`src/rtl/knock_lock_pkg.sv`:
```
// Shared types, default timing constants and width helper for the knock lock controller.
package knock_lock_pkg;

  typedef enum logic [2:0] {
    IDLE    = 3'd0,
    COLLECT = 3'd1,
    CHECK   = 3'd2,
    UNLOCK  = 3'd3,
    FAIL    = 3'd4,
    LOCKOUT = 3'd5
  } state_t;

  localparam int DEF_NUM_KNOCKS   = 4;
  localparam int DEF_TICK_DIV     = 50_000;
  localparam int DEF_MIN_GAP_MS   = 50;
  localparam int DEF_SHORT_MAX_MS = 300;
  localparam int DEF_TIMEOUT_MS   = 1500;
  localparam int DEF_UNLOCK_MS    = 3000;
  localparam int DEF_MAX_FAILS    = 3;
  localparam int DEF_LOCKOUT_MS   = 30000;

  function automatic int ms_cnt_width(input int timeout_ms, input int unlock_ms,
                                      input int lockout_ms);
    int m;
    m = timeout_ms;
    if (unlock_ms > m)  m = unlock_ms;
    if (lockout_ms > m) m = lockout_ms;
    return $clog2(m + 1);
  endfunction

endpackage

```
`src/rtl/knock_pattern_lock_ctrl_ms_tick_gen.sv`:
```
// Millisecond prescaler: one-cycle tick every TICK_DIV clocks, restartable via clr.
module ms_tick_gen
  import knock_lock_pkg::*;
#(
  parameter int TICK_DIV = DEF_TICK_DIV
) (
  input  logic CLOCK_50,
  input  logic reset_n,
  input  logic clr,
  output logic tick
);

  localparam int PW = (TICK_DIV > 1) ? $clog2(TICK_DIV) : 1;

  logic [PW-1:0] presc_q, presc_d;

  assign tick = (presc_q == PW'(TICK_DIV - 1));

  always_comb begin
    presc_d = presc_q + PW'(1);
    if (clr || tick) presc_d = '0;
  end

  always_ff @(posedge CLOCK_50) begin
    if (!reset_n) presc_q <= '0;
    else          presc_q <= presc_d;
  end

endmodule

```
`src/rtl/knock_pattern_lock_ctrl.sv`:
```
// Knock-rhythm lock sequencer: time-stamps knocks, classifies gaps, drives the magnet.
//   state   | meaning
//   IDLE    | locked, waiting for the first knock
//   COLLECT | timing gaps between knocks
//   CHECK   | one cycle, compare captured gaps to pattern
//   UNLOCK  | magnet released for UNLOCK_MS
//   FAIL    | one cycle, bump failure count
//   LOCKOUT | locked, knocks ignored for LOCKOUT_MS
module knock_pattern_lock_ctrl
  import knock_lock_pkg::*;
#(
  parameter int NUM_KNOCKS   = DEF_NUM_KNOCKS,
  parameter int TICK_DIV     = DEF_TICK_DIV,
  parameter int MIN_GAP_MS   = DEF_MIN_GAP_MS,
  parameter int SHORT_MAX_MS = DEF_SHORT_MAX_MS,
  parameter int TIMEOUT_MS   = DEF_TIMEOUT_MS,
  parameter int UNLOCK_MS    = DEF_UNLOCK_MS,
  parameter int MAX_FAILS    = DEF_MAX_FAILS,
  parameter int LOCKOUT_MS   = DEF_LOCKOUT_MS
) (
  input  logic                               CLOCK_50,
  input  logic                               reset_n,
  input  logic                               knock_db,
  input  logic [NUM_KNOCKS-2:0]              pattern,
  output logic                               output_elmag,
  output logic                               unlocked_flag,
  output logic                               lockout_flag,
  output logic                               busy,
  output logic [$clog2(MAX_FAILS+1)-1:0]     fail_count
);

  localparam int MS_W = ms_cnt_width(TIMEOUT_MS, UNLOCK_MS, LOCKOUT_MS);
  localparam int KC_W = $clog2(NUM_KNOCKS + 1);
  localparam int FC_W = $clog2(MAX_FAILS + 1);
  localparam int G_W  = NUM_KNOCKS - 1;

  state_t          state_q, state_d;
  logic            knock_q;
  logic [MS_W-1:0] ms_cnt_q, ms_cnt_d;
  logic [KC_W-1:0] knock_cnt_q, knock_cnt_d;
  logic [G_W-1:0]  gap_reg_q, gap_reg_d;
  logic [FC_W-1:0] fail_count_q, fail_count_d;

  logic knock, accept, timer_clr, tick;

  assign knock = knock_db & ~knock_q;

  ms_tick_gen #(.TICK_DIV(TICK_DIV)) u_tick (
    .CLOCK_50 (CLOCK_50),
    .reset_n  (reset_n),
    .clr      (timer_clr),
    .tick     (tick)
  );

  always_comb begin
    state_d      = state_q;
    knock_cnt_d  = knock_cnt_q;
    gap_reg_d    = gap_reg_q;
    fail_count_d = fail_count_q;
    accept       = 1'b0;
    case (state_q)
      IDLE: begin
        if (knock) begin
          state_d     = COLLECT;
          knock_cnt_d = KC_W'(1);
          gap_reg_d   = '0;
        end
      end
      COLLECT: begin
        // Timeout has priority over a knock landing in the same cycle.
        if (ms_cnt_q >= MS_W'(TIMEOUT_MS)) begin
          state_d = FAIL;
        end else if (knock && (ms_cnt_q >= MS_W'(MIN_GAP_MS))) begin
          accept = 1'b1;
          for (int i = 0; i < G_W; i++) begin
            if (knock_cnt_q == KC_W'(i + 1)) gap_reg_d[i] = (ms_cnt_q >= MS_W'(SHORT_MAX_MS));
          end
          knock_cnt_d = knock_cnt_q + KC_W'(1);
          if (knock_cnt_d == KC_W'(NUM_KNOCKS)) state_d = CHECK;
        end
      end
      CHECK: begin
        if (gap_reg_q == pattern) begin
          state_d      = UNLOCK;
          fail_count_d = '0;
        end else begin
          state_d = FAIL;
        end
      end
      UNLOCK: begin
        if (ms_cnt_q == MS_W'(UNLOCK_MS)) state_d = IDLE;
      end
      FAIL: begin
        fail_count_d = fail_count_q + FC_W'(1);
        state_d      = (fail_count_d == FC_W'(MAX_FAILS)) ? LOCKOUT : IDLE;
      end
      LOCKOUT: begin
        if (ms_cnt_q == MS_W'(LOCKOUT_MS)) begin
          fail_count_d = '0;
          state_d      = IDLE;
        end
      end
      default: state_d = IDLE;
    endcase
    timer_clr = accept | (state_d != state_q);
  end

  // Millisecond counter saturates so a long IDLE never wraps.
  always_comb begin
    ms_cnt_d = ms_cnt_q;
    if (timer_clr)                    ms_cnt_d = '0;
    else if (tick && (ms_cnt_q != '1)) ms_cnt_d = ms_cnt_q + MS_W'(1);
  end

  always_ff @(posedge CLOCK_50) begin
    if (!reset_n) begin
      state_q      <= IDLE;
      knock_q      <= 1'b0;
      ms_cnt_q     <= '0;
      knock_cnt_q  <= '0;
      gap_reg_q    <= '0;
      fail_count_q <= '0;
    end else begin
      state_q      <= state_d;
      knock_q      <= knock_db;
      ms_cnt_q     <= ms_cnt_d;
      knock_cnt_q  <= knock_cnt_d;
      gap_reg_q    <= gap_reg_d;
      fail_count_q <= fail_count_d;
    end
  end

  assign output_elmag  = (state_q != UNLOCK);
  assign unlocked_flag = (state_q == UNLOCK);
  assign lockout_flag  = (state_q == LOCKOUT);
  assign busy          = (state_q != IDLE);
  assign fail_count    = fail_count_q;

endmodule

```
`config.mk`:
```
export PLATFORM = sky130hd
export DESIGN_NAME = knock_pattern_lock_ctrl
export DESIGN_NICKNAME = d
export VERILOG_FILES = /design/src/rtl/knock_lock_pkg.sv /design/src/rtl/knock_pattern_lock_ctrl_ms_tick_gen.sv /design/src/rtl/knock_pattern_lock_ctrl.sv
export SDC_FILE = /design/constraint.sdc
export NUM_CORES = 1
export LEC_CHECK = 0
export ABC_AREA = 1
export CAP_MARGIN = 5
export CORE_MARGIN = 1.5
export CORE_UTILIZATION = 60
export CTS_BUF_LIST = sky130_fd_sc_hd__clkbuf_4 sky130_fd_sc_hd__clkbuf_8
export CTS_CLUSTER_SIZE = 25
export DETAILED_ROUTE_END_ITERATION = 10
export PLACE_DENSITY_LB_ADDON = 0.1
export SLEW_MARGIN = 10
export SYNTH_ARGS = -nofsm -noshare
export SYNTH_HDL_FRONTEND = slang
export SYNTH_SLANG_ARGS = --single-unit
```
`constraint.sdc`:
```
create_clock -name CLOCK_50 -period 2.45 [get_ports CLOCK_50]
set_input_delay 0.49 -clock CLOCK_50 [delete_from_list [all_inputs] [get_ports CLOCK_50]]
set_output_delay 0.49 -clock CLOCK_50 [all_outputs]
set_load 0.005 [all_outputs]
```
# After elaboration in Yosys (flattened, before gate mapping)
# Cells that the tools add are included.
[totals] register_bits=43 latch_bits=0 ram_bits=0 romBits=0 out_inout_bits=6 elab_cells=85 memories=0
[op_classes] n_addsub=4 mul=0 n_div=0 magnitude_cmp=3 n_eq_ne=25 n_shift=0 mux=26 n_bitwise=4 reduce_logical=14
[ops] op="2-to-1 mux 3 bit" count=14
[ops] op="case mux 3 bit (6 select lines)" count=1
[ops] op="adder 16 x 1 -> 16 bit (second input constant)" count=1
[ops] op="== test 16 bit (second input constant)" count=1
[ops] op="adder 15 x 1 -> 15 bit (second input constant)" count=1
[ops] op="== test 15 x 12 -> 1 bit (second input constant)" count=1
[ops] op="== test 15 bit (second input constant)" count=1
[ops] op=">= comparator 15 x 11 -> 1 bit (second input constant)" count=1
[ops] op=">= comparator 15 x 6 -> 1 bit (second input constant)" count=1
[ops] op=">= comparator 15 x 9 -> 1 bit (second input constant)" count=1
[ops] op="!= test 15 bit (second input constant)" count=1
[ops] op="AND reduction 5 bit" count=3
[ops] op="!= test 2 bit (second input constant)" count=7
[ops] op="== test 3 x 2 -> 1 bit (second input constant)" count=4
[ops] op="case mux 3 bit (2 select lines)" count=2
[ops] op="== test 3 bit (second input constant)" count=3
[ops] op="== test 3 x 1 -> 1 bit (second input constant)" count=2
[ops] op="2-to-1 mux 1 bit" count=6
[ops] op="case mux 2 bit (3 select lines)" count=1
[ops] op="nonzero test 3 bit" count=2
[ops] op="2-to-1 mux 2 bit" count=2
[ops] op="AND reduction 4 bit" count=1
[ops] op="OR reduction 2 bit" count=2
[ops] op="adder 3 x 1 -> 3 bit (second input constant)" count=1
[ops] op="14 further kinds" count=16

# Depth between registers and ports, before layout
[logic_depth] ltp_word=10 ltp_mapped=14 depth_no_buf=13

# Hierarchy
# A second synthesis with hierarchy kept.
[hier_totals] hier_cells=402 hier_area_um2=2640.0
[modules_own_cells] mod="knock_pattern_lock_ctrl" n_inst=1 cells_per_inst=274 area_per_inst_um2=1794.2 seq_area_each_um2=540.5
[modules_own_cells] mod="ms_tick_gen" n_inst=1 cells_per_inst=128 area_per_inst_um2=845.8 seq_area_each_um2=320.3

# Worst setup path before layout
# OpenSTA, ideal clock, no wires.
[synth_path] path_kind="reg2reg" start="register ms_cnt_q[1]" end="register u_tick.presc_q[8]" setup_time_ns=0.117 arrival_time_ns=1.581 required_time_ns=2.333 slack_ns=0.752 path_stages_with_launch=15 n_path_buf=1 synth_period_minus_slack_ns=1.698 cell_sequence="dfxtp_1 -> inv_1 -> ha_1 -> nand3_1 -> nor2_1 -> nand2_1 -> nand2_1 -> nand3_1 -> nor2_1 -> nand2_1 -> nand2_1 -> nand2_2 -> nand3_4 -> buf_6 -> nor2_2"
[synth_via] elab_chain_len=9 word_cells_on_any_way=17 cone_classes="order compare (2); eq/ne (3); mux (8); bitwise (1); reduce/logical (3)"
[synth_rtl] item="start: declaration" line="knock_pattern_lock_ctrl.sv:39" source="logic [MS_W-1:0] ms_cnt_q, ms_cnt_d;"
[synth_rtl] item="start signal: assignment" line="knock_pattern_lock_ctrl.sv:126" source="ms_cnt_q <= ms_cnt_d;"
[synth_rtl] item=">= comparator 15 x 6 -> 1 bit" line="knock_pattern_lock_ctrl.sv:73" source="end else if (knock && (ms_cnt_q >= MS_W'(MIN_GAP_MS))) begin"
[synth_rtl] item="logical AND 1 bit" line="knock_pattern_lock_ctrl.sv:73"
[synth_rtl] item="2-to-1 mux 3 bit" line="knock_pattern_lock_ctrl.sv:73"
[synth_rtl] item="2-to-1 mux 3 bit" line="knock_pattern_lock_ctrl.sv:71" source="if (ms_cnt_q >= MS_W'(TIMEOUT_MS)) begin"
[synth_rtl] item="case mux 3 bit (6 select lines)" line="knock_pattern_lock_ctrl.sv:61" source="case (state_q)"
[synth_rtl] item="!= test 3 bit" line="knock_pattern_lock_ctrl.sv:105" source="timer_clr = accept | (state_d != state_q);"
[synth_rtl] item="bitwise OR 1 bit *" line="knock_pattern_lock_ctrl.sv:105"
[synth_rtl] item="logical OR 1 bit *" line="knock_pattern_lock_ctrl_ms_tick_gen.sv:21" source="if (clr || tick) presc_d = '0;"
[synth_rtl] item="OR reduction 2 bit (no source line) *"
[synth_rtl] item="end signal: assignment" line="knock_pattern_lock_ctrl_ms_tick_gen.sv:26" source="else presc_q <= presc_d;"
[synth_rtl] item="end: declaration" line="knock_pattern_lock_ctrl_ms_tick_gen.sv:15" source="logic [PW-1:0] presc_q, presc_d;"
# Every way passes the cells marked *; elsewhere a longest branch is shown, timed or not.
# A chain may end at the register's enable or synchronous reset.

# Worst setup path in the final report
[layout_path] start="register state_q[0]" end="output unlocked_flag"
[layout_via] elab_chain_len=1
[layout_rtl] item="start: declaration" line="knock_pattern_lock_ctrl.sv:37" source="state_t state_q, state_d;"
[layout_rtl] item="start signal: assignment" line="knock_pattern_lock_ctrl.sv:124" source="state_q <= state_d;"
[layout_rtl] item="== test 3 x 2 -> 1 bit" line="knock_pattern_lock_ctrl.sv:134" source="assign unlocked_flag = (state_q == UNLOCK);"
[layout_rtl] item="end: declaration" line="knock_pattern_lock_ctrl.sv:26" source="output logic unlocked_flag,"
# Every way passes these cells.

==> out/metrics.yaml <==
synth:
  synth_flop_cell: "dfxtp_1"
  ys_warn_count: 0
  yosysMostFrequentCell: "nand2_1"
  synth_top_area_cell: "dfxtp_1"
  synthArstFlopShare_pct: 0
  synthTopCellsByCount: "82 x nand2_1, 66 x inv_1, 62 x nor2_1"
  synth-edff-count: 0
  yosysUniqueCellTypes: 32
  ys_seq_elements: 43
  synthTopCellsByArea: "dfxtp_1 33%, nand2_1 12%, inv_1 9.5%"
  syn-num-nets: 410
  syn_inst: 395
  yosysTopAreaCellShare_pct: 32.92
  synth_sequential_area_ratio_pct: 32.92
  avgSynthCellArea_sq_um: 6.620
  syn-cell-area_sq_um: 2615
sta:
  hold_viol: 0
  maxSlewViolCount: 0
  fin_tns_setup_ns: 0
  rsz0062_at_grt: "no"
  relSlewSlack_pct: 69.26
  fmax_ghz: 0.4672
  finalCriticalPeriod_ns: 2.140
  skew_ns: 0.002214
  fin_crit_sh_pct: 87.36
  layout_setup_ws_ns: 0.3097
  setup_violations: 0
  holdWs_ns: 0.4639
  worst_slew_pin_slew_ns: 0.4547
run:
  max-cap-violations: 0
critical_path:
  reg2reg_setup_slack_ns: 0.44
  path_cells: "inv_1 -> nor3_1 -> clkdlybuf4s50_1"
  crit_family: "buffers and inverters"
  crit_type: "register to output port"
  slowest_delay_ns: 0.56
  r2r_end: "ms_cnt_q[10]$_SDFFE_PP0P_"
  path_max_fanout: 5
  worst_setup_path_start_kind: "register"
  critPathArrivalTime_ns: 1.65
  worst_ep_required_time_ns: 1.96
  slowest_stage: "clkdlybuf4s50_1"
  worst_r2r_startpoint: "u_tick.presc_q[0]$_SDFF_PP0_"
  rr_worst_depth: 10
  cp-end-kind: "output port"
  setup.worst_path.end: "unlocked_flag"
  crit_start: "state_q[0]$_SDFF_PN0_"
  path_buf_inv: 2
  crit_cells: 3
layout:
  area_growth_pct: 9.187
  finalNetCount: 425
  stdcell_count: 461
  final_layout_size_suffix_gt1_share_pct: 8.029
  fin_area_sq_um: 2855
  diodes: 0
  fillers: 355
  final_util_pct: 69.87
grt:
  grt_max_degree: 17
  grt_pass1_wl_mm: 8.935
  grt_overflow: 0
  grt_pass1_vias: 2156
  track_usage_pct: 22.64
  antenna_found_initial: 0
clock_network:
  cts_num_sinks: 43
  post_cts_resized: 0
  ctsHtreeMaxLevel: 2
  insertion_delay_ns: 0.30
  root_buffer: "clkbuf_8"
  cts_tree: "done"
  hold_buffers: 0
  clock_path_buffers: 2
  cts_buffers: 5
  clk_pin_slew_ns: 0.08
  postCtsSetupBuffers: 0
placement:
  dp_slack_ns: 0.2317
  place_area_sq_um: 2766
  dp.cells: 453
  hpwl_mm: 3.942
  port_buffers: 11
  place.gp.congestion: 1.001
die:
  num_rows: 23
  die_x_um: 69.02
  die-area_sq_um: 4763
  io_pins: 12
  die_h_um: 69.02
  initial_utilization_pct: 63.99
  fp.coreArea_sq_um: 4086
route:
  drc: 0
  vias_per_cell: 5.004
  vias: 2307
  drt_iter0_drc: 110
  detail-route-antenna-nets: 0
  wl_mm: 4.953
  dr.pass1.iters: 4
  wire_per_inst_um: 10.74
run_status:
  status: "completed"
min_path:
  hp-class: "register to register"
power_and_ir_drop:
  p_leak_nw: 1.096
  finalPower_mw: 1.259
  powerDensity_nw_per_um2: 440.9
  peakVddDrop_mv: 0.2731
## power by group
group / leakage, nW / switching [mW] / internal (mW)
registers: 0.347 / 0.00671 / 0.707
clock network: 0.0402 / 0.254 / 0.198
logic: 0.709 / 0.0603 / 0.0322
total: 1.10 / 0.321 / 0.937
## layer usage
| metal | up-vias | part of all wire [%] | track usage (%) |
|---|---|---|---|
| met3 | 14 | 4.5 | 5.702 |
| met2 | 44 | 44 | 36.54 |
| met1 | 992 | 49 | 28.99 |
| li1 | 1257 | - | - |
| met5 | - | 0 | 0 |
| met4 | 0 | 2.5 | 8.932 |
## worst min path at each step
stage,from,to,slack (ns),cells after the start
after floorplan,u_tick.presc_q[0]$_SDFF_PP0_,u_tick.presc_q[0]$_SDFF_PP0_,0.42,1
after global placement,u_tick.presc_q[0]$_SDFF_PP0_,u_tick.presc_q[0]$_SDFF_PP0_,0.43,1
after detailed placement,u_tick.presc_q[0]$_SDFF_PP0_,u_tick.presc_q[0]$_SDFF_PP0_,0.45,1
after CTS,u_tick.presc_q[0]$_SDFF_PP0_,u_tick.presc_q[0]$_SDFF_PP0_,0.47,1
after global routing,knock_cnt_q[2]$_SDFFE_PN0P_,knock_cnt_q[2]$_SDFFE_PN0P_,0.49,2
final,knock_cnt_q[2]$_SDFFE_PN0P_,knock_cnt_q[2]$_SDFFE_PN0P_,0.46,2
## sequential cells by signal, indices dropped and copies added (netlist names)
name	count
gap_reg_q	3
knock_cnt_q	3
fail_count	2
state_q	3
u_tick.presc_q	16
knock_q	1
ms_cnt_q	15
## cells by family after synthesis
group                      Yosys count  share of synthesized area [%]
buffers and inverters               74                          11.15
DFF                                 43                          32.92
AOI/OAI and AO/OA                   31                          6.507
xor gates and xnor gates            27                          9.043
and+or+nand+nor                    211                          36.08
adders and majority gates            9                          4.306
## placed cells by master, fill, tap and decap left out
cell type,n
a211oi_1,1
a21oi_1,12
a21oi_2,1
a31oi_1,2
a41oi_1,1
buf_4,1
clkbuf_8,5
clkdlybuf4s50_1,11
clkinv_1,1
clkinv_2,1
clkinvlp_4,2
dfxtp_1,43
ha_1,9
inv_1,66
inv_2,3
nand2_1,82
nand2_2,2
nand3_1,23
nand3_2,1
nand3_4,1
nand3b_1,1
nand4_1,12
nor2_1,62
nor2_2,12
nor2_4,1
nor3_1,9
nor4_1,1
nor4b_1,1
o211ai_1,1
o21ai_0,11
o21ai_1,2
or2_2,3
xnor2_1,7
xor2_1,20
## worst min-delay path, stage by stage, from the launching register on
cell and delay [ns]:
dfxtp_1 0.32, nand2_1 0.06, a21oi_1 0.05
## cell type report
class                   count  area, sq um  area share [%]
clock inverters             3        20.02          0.7011
well taps                  50        62.56           2.191
multi-input cells         278         1463           51.23
clock buffers               5        68.82           2.410
inverters                  70        262.8           9.202
repair buffers             12        117.6           4.119
flip-flops and latches     43        860.8           30.15
(Power assumes the default switching activity.)
